**src/rtl/sysmgr_reboot.sv**
```systemverilog
// Warm-boot sequencer: an arm strobe opens a short window in which a reboot request is accepted,
// then reset is held for a drain period before the SB_WARMBOOT BOOT strobe is raised.
module sysmgr_reboot #(
  parameter int unsigned ARM_W = 8,
  parameter int unsigned DLY_W = 16
) (
  input  logic       clk,
  input  logic       rst_n,
  input  logic       arm_stb,
  input  logic       req_stb,
  input  logic [1:0] req_sel,
  output logic       rst_req,
  output logic [1:0] boot_sel,
  output logic       boot,
  output logic       busy
);

  typedef enum logic [1:0] {StIdle, StArmed, StDrain, StBoot} state_e;

  state_e             state_q;
  logic [ARM_W-1:0]   arm_cnt_q;
  logic [DLY_W-1:0]   dly_cnt_q;

  always_ff @(posedge clk) begin
    if (!rst_n) begin
      state_q   <= StIdle;
      arm_cnt_q <= '0;
      dly_cnt_q <= '0;
      rst_req   <= 1'b0;
      boot_sel  <= 2'b00;
      boot      <= 1'b0;
      busy      <= 1'b0;
    end else begin
      unique case (state_q)
        StIdle: begin
          // A request without a prior arm is deliberately ignored.
          if (arm_stb) begin
            state_q   <= StArmed;
            arm_cnt_q <= '0;
            busy      <= 1'b1;
          end
        end
        StArmed: begin
          // Priority: request, then re-arm, then window timeout.
          if (req_stb) begin
            state_q   <= StDrain;
            boot_sel  <= req_sel;
            dly_cnt_q <= '0;
            rst_req   <= 1'b1;
          end else if (arm_stb) begin
            arm_cnt_q <= '0;
          end else if (arm_cnt_q == '1) begin
            state_q <= StIdle;
            busy    <= 1'b0;
          end else begin
            arm_cnt_q <= arm_cnt_q + ARM_W'(1);
          end
        end
        StDrain: begin
          if (dly_cnt_q == '1) begin
            state_q <= StBoot;
            boot    <= 1'b1;
          end else begin
            dly_cnt_q <= dly_cnt_q + DLY_W'(1);
          end
        end
        StBoot: begin
          // Terminal: only reset leaves this state.
          boot <= 1'b1;
        end
        default: begin
          state_q <= StIdle;
          busy    <= 1'b0;
        end
      endcase
    end
  end

endmodule

```
**config.mk**
```make
export PLATFORM = sky130hd
export DESIGN_NAME = sysmgr_reboot
export DESIGN_NICKNAME = d
export VERILOG_FILES = /design/src/rtl/sysmgr_reboot.sv
export SDC_FILE = /design/constraint.sdc
export NUM_CORES = 1
export LEC_CHECK = 0
export BUFFER_PORTS_ARGS = -buffer_cell sky130_fd_sc_hd__clkbuf_2
export CAP_MARGIN = 20
export CORE_MARGIN = 3
export CORE_UTILIZATION = 60
export CTS_CLUSTER_DIAMETER = 150
export DETAILED_ROUTE_END_ITERATION = 7
export GPL_ROUTABILITY_DRIVEN = 0
export GPL_TIMING_DRIVEN = 0
export PLACE_DENSITY_LB_ADDON = 0.3
export RECOVER_POWER = 25
export SYNTH_ARGS = -nofsm -noshare
export SYNTH_HDL_FRONTEND = slang
export SYNTH_SLANG_ARGS = --single-unit
```
**constraint.sdc**
```tcl
create_clock -name clk -period 3.4 [get_ports clk]
set_clock_uncertainty 0.15 [all_clocks]
set_input_delay 0 -clock clk [delete_from_list [all_inputs] [get_ports clk]]
set_output_delay 0 -clock clk [all_outputs]
set_load 0.01 [all_outputs]
```
==> out/metrics.yaml <==
cts:
  postCtsSetupBuffers: 0
  cts_tree: "yes"
  cts_max_level: 2
  numCtsBuffers: 5
  cts_resized: 0
  clock-root-buffer: "clkbuf_4"
  insertion_delay_ps: 330
  cts_buffer_depth: 2
  holdBufCountCts: 6
  clk_pin_slew_ps: 100
  clkSinkCount: 31
floorplan:
  initial_core_util_pct: 64.8
  dieArea_sq_um: 3390
  die_y_um: 58.2
  rows: 18
  top_level_ports: 11
  core_sq_um: 2520
  die_w_um: 58.2
global_routing:
  grt_usage_pct: 25.4
  grt_pass1_vias: 1528
  overflow: 0
  antenna_found_initial: 0
  grt_pass1_wl_mm: 6.62
  grt_max_degree: 11
placement:
  dp_hpwl_mm: 2.72
  port_buffers: 9
  placed_cell_area_sq_um: 1720
power:
  power.leakage_nw: 0.719
  irDropWorstVdd_uv: 419
  power_density_nw_per_um2: 498
synthesis:
  syn_area_sq_um: 1630
  synth_common_cells: "31 x dfxtp_1, 24 x o21ai_0, 22 x nand2_1, 21 x nor2_1, 11 x a21oi_1"
  synth_nets: 215
  synthCells: 202
  syn_avg_cell_area_sq_um: 8.09
  synth.area.top_cells: "dfxtp_1 38%, o21ai_0 7.4%, ha_1 5.4%, nand2_1 5.1%, nor2_1 4.8%"
  ys.flop_type: "dfxtp_1"
  yosysTopAreaCell: "dfxtp_1"
  ys_ff_latch: 31
  synth_edf_count: 0
  synth-async-reset-ratio_pct: 0
  seq_area_frac_synth_pct: 38.0
  yosysTopAreaCellShare_pct: 38.0
  yosysUniqueCellTypes: 45
  yosysWarnings: 0
  yosysMostFrequentCell: "dfxtp_1"
drt:
  wl_per_cell_um: 15.3
  wirelength_mm: 3.89
  ant_nets: 0
  drtIter0Drc: 96
  post-route-drc-count: 0
  dr.pass1.iters: 4
  vias: 1616
  viasPerCell: 6.34
worst_setup_path:
  timing.critical_path.from: "state_q[1]"
  start_kind: "register"
  r2r_start: "state_q[1]"
  r2r-end: "dly_cnt_q[12]"
  critPathKind: "reg -> reg"
  crit_required_ps: 3490
  reg2reg_depth: 9
  rrSetupSlack_ps: 830
  crit_arrival_ps: 2660
  worstPathMaxFanout: 10
  cp-end-kind: "register"
  endpoint: "dly_cnt_q[12]"
sta:
  finalHoldViolCount: 0
  slew_headroom_pct: 65.1
  setup_tns_ps: 0
  timing.final.crit_share_pct: 75.6
  hold_slack_ps: 35.5
  rsz0062_at_grt: "no"
  timing.fmax_mhz: 389
  period_needed_ps: 2570
  setup_viol: 0
  drv_slew: 0
  worst_pin_slew_ps: 524
finish:
  antenna_cells: 0
  design_area_sq_um: 1850
  synthToLayoutAreaGrowth_pct: 13.5
  nFillCells: 203
  multiInputGateArea_sq_um: 955
  drive_above_1_share_pct: 9.33
  ff_latch_area_sq_um: 621
  nets: 237
min_path:
  min-delay-start: "req_stb"
  worstHoldPathType: "in -> reg"
run_status:
  status: "complete, no violations"
flow_run:
  cap_violations: 0
==> kinds of logic (layout without fill, tap and decap cells) <==
kind of cell	Yosys count	count (layout)	synth area share [%]
AO/OA/AOI/OAI	63	63	25.4
adder cells (fa/ha/maj)	7	7	5.36
buffers and inverters	14	37	3.60
flip-flops	31	31	38.0
multiplexers	2	2	1.30
AND/OR/NAND/NOR	85	85	26.3
==> metrics by stage <==
stage          utilization (%)  total power [W]  std cells  setup WS, ps
3_5_place_dp              68.1         0.000615        241          1050
5_1_grt                   73.5         0.000976        255           594
2_1_floorplan                -         0.000564        202          1320
4_1_cts                   73.9         0.000925        255          1000
6_report                  73.5         0.000924        255           831
3_3_place_gp              68.1         0.000604        241          1140
==> worst max-delay path: stages (launching register included) <==
cell	delay, ps
dfxtp_1	340
inv_1	120
ha_1	170
clkbuf_1	280
mux2i_1	390
and2_1	260
a31o_2	160
clkbuf_1	360
o21ai_0	170
o41ai_1	80
==> power breakdown <==
group,internal [W],switching (W),leakage [nW]
clock,0.000174,0.000127,0.0482
sequential,0.000381,0.0000162,0.251
combinational,0.0000872,0.000139,0.420
==> worst min path at each step <==
stage	cells after the start	to	slack, ps
after floorplan	2	boot_sel[0]	-10
after global placement	3	boot_sel[0]	70
after detailed placement	3	boot_sel[1]	80
after CTS	4	rst_req	3
after global routing	3	dly_cnt_q[12]	40
final	3	dly_cnt_q[12]	40
==> metal layers <==
layer	GRT usage (%)	part of all wire, %	vias up
met5	0	0	-
met4	11.9	1.8	0
met3	8.02	5.1	11
met2	43.9	52	55
met1	28.2	41	761
li1	-	-	789
==> placed cells by master, fill, tap and decap left out, types with 7 or more instances in the layout <==
cell	netlist	routed
a21oi_1	11	11
dfxtp_1	31	31
and3_1	7	7
nand3_1	9	9
o31ai_1	7	7
nor2_1	21	21
nand2_1	22	22
o21ai_0	24	24
clkbuf_1	5	12
ha_1	7	7
==> layout make-up <==
| type | instances | area share [%] |
|---|---|---|
| clock buffer | 6 | 2.77 |
| multi-input combinational | 157 | 51.5 |
| sequential | 31 | 33.5 |
| tap | 30 | 2.02 |
| clock inverter | 2 | 1.89 |
| timing repair buffer | 15 | 5.33 |
| buffer | 8 | 1.82 |
| inverter | 6 | 1.21 |
==> sequential cells by signal (all words and copies together), names as in the netlist <==
name       cells
boot_sel       2
state_q        2
busy           1
boot           1
rst_req        1
dly_cnt_q     16
arm_cnt_q      8
No activity file was read; power rests on OpenSTA's default activity.
